### config.mk
export PLATFORM = sky130hd
export DESIGN_NAME = icache_fetch
export DESIGN_NICKNAME = d
export VERILOG_FILES = /design/src/rtl/icache_fetch.sv
export SDC_FILE = /design/constraint.sdc
export NUM_CORES = 2
export LEC_CHECK = 0
export ABC_AREA = 1
export CORE_AREA = 2 2 621 376
export CTS_CLUSTER_DIAMETER = 100
export CTS_CLUSTER_SIZE = 20
export DETAILED_ROUTE_END_ITERATION = 6
export DIE_AREA = 0 0 623 378
export PLACE_DENSITY = 0.69
export RECOVER_POWER = 25
export SYNTH_ARGS = -nofsm -noshare
export SYNTH_HDL_FRONTEND = slang
export SYNTH_SLANG_ARGS = --single-unit
### constraint.sdc
create_clock -name clk -period 6.2 [get_ports clk]
set_input_delay 0.93 -clock clk [delete_from_list [all_inputs] [get_ports clk]]
set_output_delay 0.93 -clock clk [all_outputs]
set_load 0.05 [all_outputs]
### src/rtl/icache_fetch.sv
// Direct-mapped instruction cache with miss refill over a word-wise req/ready memory port.
// Hits return in the lookup cycle; a miss stalls fetch for WORDS_PER_LINE*(wait+1)+2 cycles.
module icache_fetch #(
  parameter int NUM_LINES      = 16,
  parameter int WORDS_PER_LINE = 4
) (
  input  logic        clk,
  input  logic        rst,
  input  logic        fetch_en,
  input  logic [31:0] pc,
  input  logic        flush,
  output logic [31:0] instr,
  output logic        instr_valid,
  output logic        fetch_stall,
  output logic        mem_req,
  output logic [31:0] mem_addr,
  input  logic [31:0] mem_rdata,
  input  logic        mem_ready,
  output logic [31:0] hit_count,
  output logic [31:0] miss_count
);
  localparam int IDX_W = $clog2(NUM_LINES);
  localparam int OFF_W = $clog2(WORDS_PER_LINE);
  localparam int TAG_W = 30 - IDX_W - OFF_W;
  localparam logic [OFF_W-1:0] LAST_WORD = OFF_W'(WORDS_PER_LINE - 1);

  typedef enum logic [1:0] {IDLE, REFILL, FILL_DONE} state_t;
  state_t state, state_nxt;

  logic [NUM_LINES-1:0] valid;
  logic [TAG_W-1:0]     tag_arr  [NUM_LINES];
  logic [31:0]          data_arr [NUM_LINES][WORDS_PER_LINE];

  logic [OFF_W-1:0] off;
  logic [IDX_W-1:0] idx;
  logic [TAG_W-1:0] tag;
  logic             unused_pc_bits;

  assign off            = pc[OFF_W+1:2];
  assign idx            = pc[OFF_W+IDX_W+1:OFF_W+2];
  assign tag            = pc[31:OFF_W+IDX_W+2];
  assign unused_pc_bits = ^pc[1:0];

  logic [TAG_W-1:0] fill_tag;
  logic [IDX_W-1:0] fill_idx;
  logic [OFF_W-1:0] cnt;
  logic             fill_kill;
  logic             hit, miss, word_done, line_done;

  assign word_done = (state == REFILL) && mem_ready;
  assign line_done = word_done && (cnt == LAST_WORD);

  // Lookup outputs are gated by rst so nothing asserts while reset is held.
  always_comb begin
    state_nxt   = state;
    hit         = 1'b0;
    miss        = 1'b0;
    instr       = '0;
    instr_valid = 1'b0;
    fetch_stall = 1'b0;
    mem_req     = 1'b0;
    mem_addr    = '0;
    case (state)
      IDLE: begin
        if (fetch_en && rst) begin
          if (valid[idx] && (tag_arr[idx] == tag)) begin
            hit         = 1'b1;
            instr_valid = 1'b1;
            instr       = data_arr[idx][off];
          end else begin
            miss        = 1'b1;
            fetch_stall = 1'b1;
            state_nxt   = REFILL;
          end
        end
      end
      REFILL: begin
        mem_req     = 1'b1;
        mem_addr    = {fill_tag, fill_idx, cnt, 2'b00};
        fetch_stall = 1'b1;
        if (line_done) state_nxt = FILL_DONE;
      end
      FILL_DONE: begin
        fetch_stall = 1'b1;
        state_nxt   = IDLE;
      end
      default: state_nxt = IDLE;
    endcase
  end

  always_ff @(posedge clk or negedge rst) begin
    if (!rst) begin
      state      <= IDLE;
      valid      <= '0;
      cnt        <= '0;
      fill_tag   <= '0;
      fill_idx   <= '0;
      fill_kill  <= 1'b0;
      hit_count  <= '0;
      miss_count <= '0;
    end else begin
      state <= state_nxt;
      if (hit && (hit_count != '1)) hit_count <= hit_count + 32'd1;
      if (miss && (miss_count != '1)) miss_count <= miss_count + 32'd1;
      if (miss) begin
        fill_tag  <= tag;
        fill_idx  <= idx;
        cnt       <= '0;
        fill_kill <= 1'b0;
      end
      if (word_done) cnt <= cnt + 1'b1;
      // A flush seen at any point of a refill keeps that line from becoming valid.
      if (flush) begin
        valid <= '0;
        if (state == REFILL) fill_kill <= 1'b1;
      end else if (line_done && !fill_kill) begin
        valid[fill_idx] <= 1'b1;
      end
    end
  end

  always_ff @(posedge clk) begin
    if (word_done) data_arr[fill_idx][cnt] <= mem_rdata;
    if (line_done) tag_arr[fill_idx] <= fill_tag;
  end
endmodule
# After elaboration in Yosys (flattened, before gate mapping)
# Memories as Yosys holds them, arrays and structs flattened.
# Index checks and enable logic that the tools add are counted.
classes:
  magnitude_cmp: 6
  n_addsub: 3
  bitwise_logic: 3
  n_eq_ne: 9
  muxes: 36
  n_reduce_logical: 15
op_table:
  columns: ["cell", "count"]
  rows:
  - ["$mux 32", 7]
  - ["$mux 128", 1]
  - ["$add 32x1->32 const B", 2]
  - ["$bmux 32 s2", 1]
  - ["$demux 32 s2", 1]
  - ["$ne 32x32->1 const B", 2]
  - ["$mux 16", 2]
  - ["$eq 24x24->1", 1]
  - ["$or 16x16->16", 1]
  - ["$mux 1", 15]
  - ["$lt 4x5->1 const B", 2]
  - ["$mux 2", 5]
  - ["$logic_and 1x1->1", 9]
  - ["$ge 3x3->1 const B", 2]
  - ["$ne 2x2->1 const B", 3]
  - ["$not 2->3", 2]
  - ["$bmux 1 s4", 1]
  - ["$demux 1 s4", 1]
  - ["$eq 2x2->1 const B", 2]
  - ["$ge 4x1->1 const B", 1]
  - ["$pmux 2 s2", 1]
  - ["$reduce_bool 2->1", 2]
  - ["$lt 3x1->1 const B", 1]
  - ["$reduce_and 3->1", 1]
  - ["other kinds (6)", 6]
word_totals:
  regBits: 113
  n_memories: 2
  in_bits: 69
  out_inout_bits: 131
  ram_bits: 2432
mem_list:
  columns: ["name", "words", "width", "read_ports", "rd_ports_with_merged_regs", "write_ports", "line_no", "source"]
  rows:
  - ["data_arr", 16, 128, 1, 0, 1, "32", "logic [31:0] data_arr [NUM_LINES][WORDS_PER_LINE];"]
  - ["tag_arr", 16, 24, 1, 0, 1, "31", "logic [TAG_W-1:0] tag_arr [NUM_LINES];"]

# Logic depth before layout (Yosys ltp)
logic_depth:
  word_depth: 9
  ltp_mapped: 20

# Worst setup path after synthesis
# No wires, ideal clock.
synth_path:
  path_kind: "reg-to-reg"
  from: "register state[1]"
  to: "memory data_arr[11][0] in the netlist's numbering (enable)"
  required_ns: 5.730
  arrival_ns: 4.148
  setup_time_ns: 0.470
  slack_ns: 1.582
  period_less_slack_ns: 4.618
  path_stages_with_launch: 9
  cell_sequence: "dfrtp_1 > inv_1 > ha_1 > clkbuf_1 > nand2_1 > inv_1 > nand2_1 > clkbuf_1 > nor2_1"
synth_via:
  elab_chain_cells: 4
synth_lines:
  columns: ["item", "line_no", "source"]
  rows:
  - ["start, declared", "28", "state_t state, state_nxt;"]
  - ["start signal, assigned", "102", "state <= state_nxt;"]
  - ["$eq 2x1->1", "50", "assign word_done = (state == REFILL) && mem_ready;"]
  - ["$logic_and 1x1->1", "50", null]
  - ["$mux 1", "123", "if (word_done) data_arr[fill_idx][cnt] <= mem_rdata;"]
  - ["$mux 128 (not written as such)", "123", null]
  - ["end, declared", "32", null]
# Every way passes these cells.

# Worst setup path in the final report
layout_path:
  from: "input pc[4]"
  to: "output instr[10]"
layout_via:
  elab_chain_cells: 7
  elab_cells_between_ends: 12
  classes_between: "1 x eq/ne; 8 x mux; 1 x reduce/logical; 2 x memory"
layout_lines:
  columns: ["item", "line_no", "source"]
  rows:
  - ["start, declared", "10", "input logic [31:0] pc,"]
  - ["$mem_v2 16x128", null, null]
  - ["$bmux 32 s2", "69", "instr = data_arr[idx][off];"]
  - ["$mux 32 (not written as such) (2 in a row)", "69", null]
  - ["$mux 32 *", "66", "if (valid[idx] && (tag_arr[idx] == tag)) begin"]
  - ["$mux 32 *", "65", "if (fetch_en && rst) begin"]
  - ["$mux 32 *", "63", "case (state)"]
  - ["end, declared", "12", "output logic [31:0] instr,"]
# Every way passes the cells marked *; elsewhere a longest branch is shown, timed or not. The select of a mux whose other input is x is not followed.

==> qor.txt <==
outcome = complete, but fails checks
failing checks = capacitance limit, slew limit
max-cap check violation count = 16
crit path max fanout = 67
xor/xnor cell area share of the yosys netlist = 0.003062
Final GP Congestion = 0.8731
fin nets = 8142
multiplexer share of the synthesized area = 0
core area = 230600 um2
Clk pwr share = 0.305
DR vias/cell = 6.047
Die ar. = 235500 um2
Post-CTS Resized = 0
DR iter-0 viols = 9367
DRC viols = 0
Synth Area in Simple Gates = 0.1149
RSZ-0062 raised after global routing = no
Skew-Pair Late Insertion Delay = 0.83 ns
Rel. slew slack = -0.7440
Net Sw Power = 8.043 mW
type of origin of the critical path = primary input
initial core utilization = 0.4467
Critical Path AT = 4.61 ns
largest net degree at the start of global routing = 179
final hold violations = 0
Tightest Hold Check Type = primary input to asynchronous set/reset pin
first drt pass iteration count = 6
width of the chip = 623 um
Clock Pin Slew Worst Setup and Hold Paths = 0.08 ns
Post-CTS Setup Repair Bufs = 0
aggregate global routing overflow = 0
vias in the first global route = 63220
I/O pins = 200
Final Max Slew Viols = 1040
Total Wirelength = 279400 um
Max Fclk = 180.6 MHz
Flop pwr share = 0.603
Crit Path Category = primary input to primary output
Synth Area in Compound Gates = 0.1106
first-pass GRT wire length = 413000 um
clock buffer depth = 4
mean post-synth cell area = 12.69 um2
Combinational Power Share = 0.091
FILL cells = 19290
IO buf count = 195
Routed WL per cell = 25.01 um
Switching Fraction = 0.2447
register area = 75860 um2
maximum VDD drop = 233.4 uV
Leak Pwr = 37.48 nW
main combinational cell family by area after synthesis = simple AND/OR/NAND/NOR gates
row cnt = 137
Final Critical Period = 5.537 ns
register area share after synthesis = 0.7366
Period Utilization, post-route = 0.8930
Num CTS Buffers = 153
Mapped Area = 103000 um2
Synth Warn # = 0
Die Span Y = 378 um
Yosys reg bits = 2545
final setup vio count = 0
Setup TNS = 0 ns
Int Pwr = 24.82 mW
fraction of layout cells with a size suffix above 1 = 0.05846
post-route core utilization = 0.4900
H-tree depth = 4
Tightest Pin Transition = 2.616 ns
area of the multi-input gates = 24140 um2
synth-to-layout area growth = 9.709%
Root Driver = clkbuf_16
Hold Buf Count CTS = 0
Post-Route Skew = 0.03016 ns
number of routed nets with antenna violations = 0
PwrDens = 290.9 nW/um2
Critical Path RT = 5.27 ns
initial antenna violation count = 13
Netlist cell types = 38
DP Wirelength = 154400 um
cells after synthesis = 8112
GR Util All Layers = 0.2314
Clock Sinks = 2545
CP endpoint kind = primary output
via count = 67540
CTS tree = yes
adder-cell share of the synthesized area = 0.001094
synthesized netlist by cell type (all sizes together):
library cell | n | area, um2
o211ai | 116 | 870.8
a32o | 109 | 1091
clkinv | 1 | 3.750
ha | 9 | 112.6
inv | 275 | 1032
conb | 1 | 3.750
o21ai | 378 | 1892
a221o | 64 | 640.6
nor2 | 491 | 1853
a22o | 1 | 8.760
o221ai | 128 | 1121
buf | 251 | 1242
dfrtp | 113 | 2828
a311o | 19 | 190.2
nand3b | 6 | 45.04
nand2 | 1921 | 7213
or2 | 6 | 37.54
o311ai | 64 | 560.5
nand4 | 50 | 312.8
edfxtp | 2432 | 73030
xor2 | 27 | 236.5
nor4 | 16 | 100.1
a221oi | 192 | 1682
nand3 | 424 | 2132
xnor2 | 9 | 78.83
a21oi | 665 | 3328
clkbuf | 319 | 1197
nor3 | 25 | 135.1
path summary, 6_finish.rpt:
path                              start       endpoint  slack (ns)  cells after the start
max                               pc[4]      instr[10]        0.66                     13
min                                 rst  miss_count[0]        0.05                      1
max reg2reg                hit_count[3]   hit_count[0]        2.72                     13
min reg2reg                   valid[11]      valid[11]        0.51                      2
max in group asynchronous           rst    fill_tag[8]        4.72                      2
min in group clk              valid[11]      valid[11]        0.51                      2
area by class of cell:
class                           instances  share of cell area
Antenna cell                            2          0.00004430
Clock buffer                          197             0.03648
Clock inverter                          2           0.0001772
Inverter                              276            0.009436
Multi-Input combinational cell       4722              0.2136
Sequential cell                      2545              0.6714
Tap cell                             3058             0.03387
Timing Repair Buffer                  366             0.03491
routing by layer:
| layer | part of all wire | global-route usage | up-vias |
|---|---|---|---|
| met4 | 0.024 | 0.05873 | 20 |
| met5 | 0.00047 | 0 | - |
| met3 | 0.11 | 0.04178 | 443 |
| li1 | - | - | 29700 |
| met2 | 0.45 | 0.3527 | 3728 |
| met1 | 0.42 | 0.3438 | 33650 |
logic make-up after synthesis:
family          after synthesis
simple gates               2939
flops                      2545
compound gates             1736
buf+inv                     846
xor+xnor                     36
fa+ha+maj                     9
other cells                   1
critical path: stages:
cell	delay (ns)
buf_8	0.17
inv_8	0.39
buf_12	0.30
buf_12	0.28
buf_4	0.51
nand2_1	0.12
a221oi_1	0.53
o311ai_0	0.38
nand3_1	0.21
nand2_1	0.23
nor2_1	0.18
buf_4	0.14
buf_12	0.12
flip-flops by register name, indices dropped and copies added, names as in the netlist:
register / flops
fill_idx: 4
cnt: 2
hit_count: 32
valid: 16
fill_tag: 24
data_arr: 2048
miss_count: 32
fill_kill: 1
state: 2
tag_arr: 384
power groups by stage:
stage,clock network (mW),logic [mW],registers [mW]
finish,10.0,3.00,19.8
global route,10.7,3.22,19.9
CTS,10.2,2.98,19.8
detailed placement,0,2.97,20.2
global placement,0,2.90,20.2
floorplan,0,1.67,20.1
placed cells by master (no fill, tap or decap), types with 2 or more instances in the layout:
cell type	count
nor2_4	65
edfxtp_1	2432
ha_1	8
dfrtp_1	113
nor2_1	425
o311ai_0	64
clkbuf_16	159
clkbuf_1	54
nand3_1	422
diode_2	2
nand2_2	3
buf_12	77
nand2_1	1918
buf_2	17
nand3b_1	6
xor2_1	27
inv_2	2
nand3_2	2
nor4_1	16
conb_1	2
nand4_1	50
a311o_1	19
o21ai_0	373
buf_4	129
a221oi_1	192
nor3_1	23
inv_8	4
nor3_2	2
buf_8	3
a21oi_1	665
a32o_1	109
inv_1	270
o211ai_1	116
o221ai_1	128
clkdlybuf4s50_1	122
a221o_1	64
buf_6	2
o21ai_1	5
or2_2	6
xnor2_1	9
metrics by stage:
step | hold slack [ns] | power [mW] | instances | worst slack [ns] | cell area (um2)
final | 0.04759 | 32.87 | 11170 | 0.6631 | 113000
after global routing | 0.06748 | 33.87 | 11170 | 0.5623 | 113000
after CTS | 0.03295 | 32.95 | 11170 | 0.7529 | 113000
after detailed placement | 0.4889 | 23.18 | 10970 | 0.7628 | 108900
after global placement | 0.4775 | 23.07 | 10970 | 0.8317 | 108900
after floorplan | 0.4628 | 21.77 | 8113 | 1.582 | 103000
No activity file was read; power rests on OpenSTA's default activity.
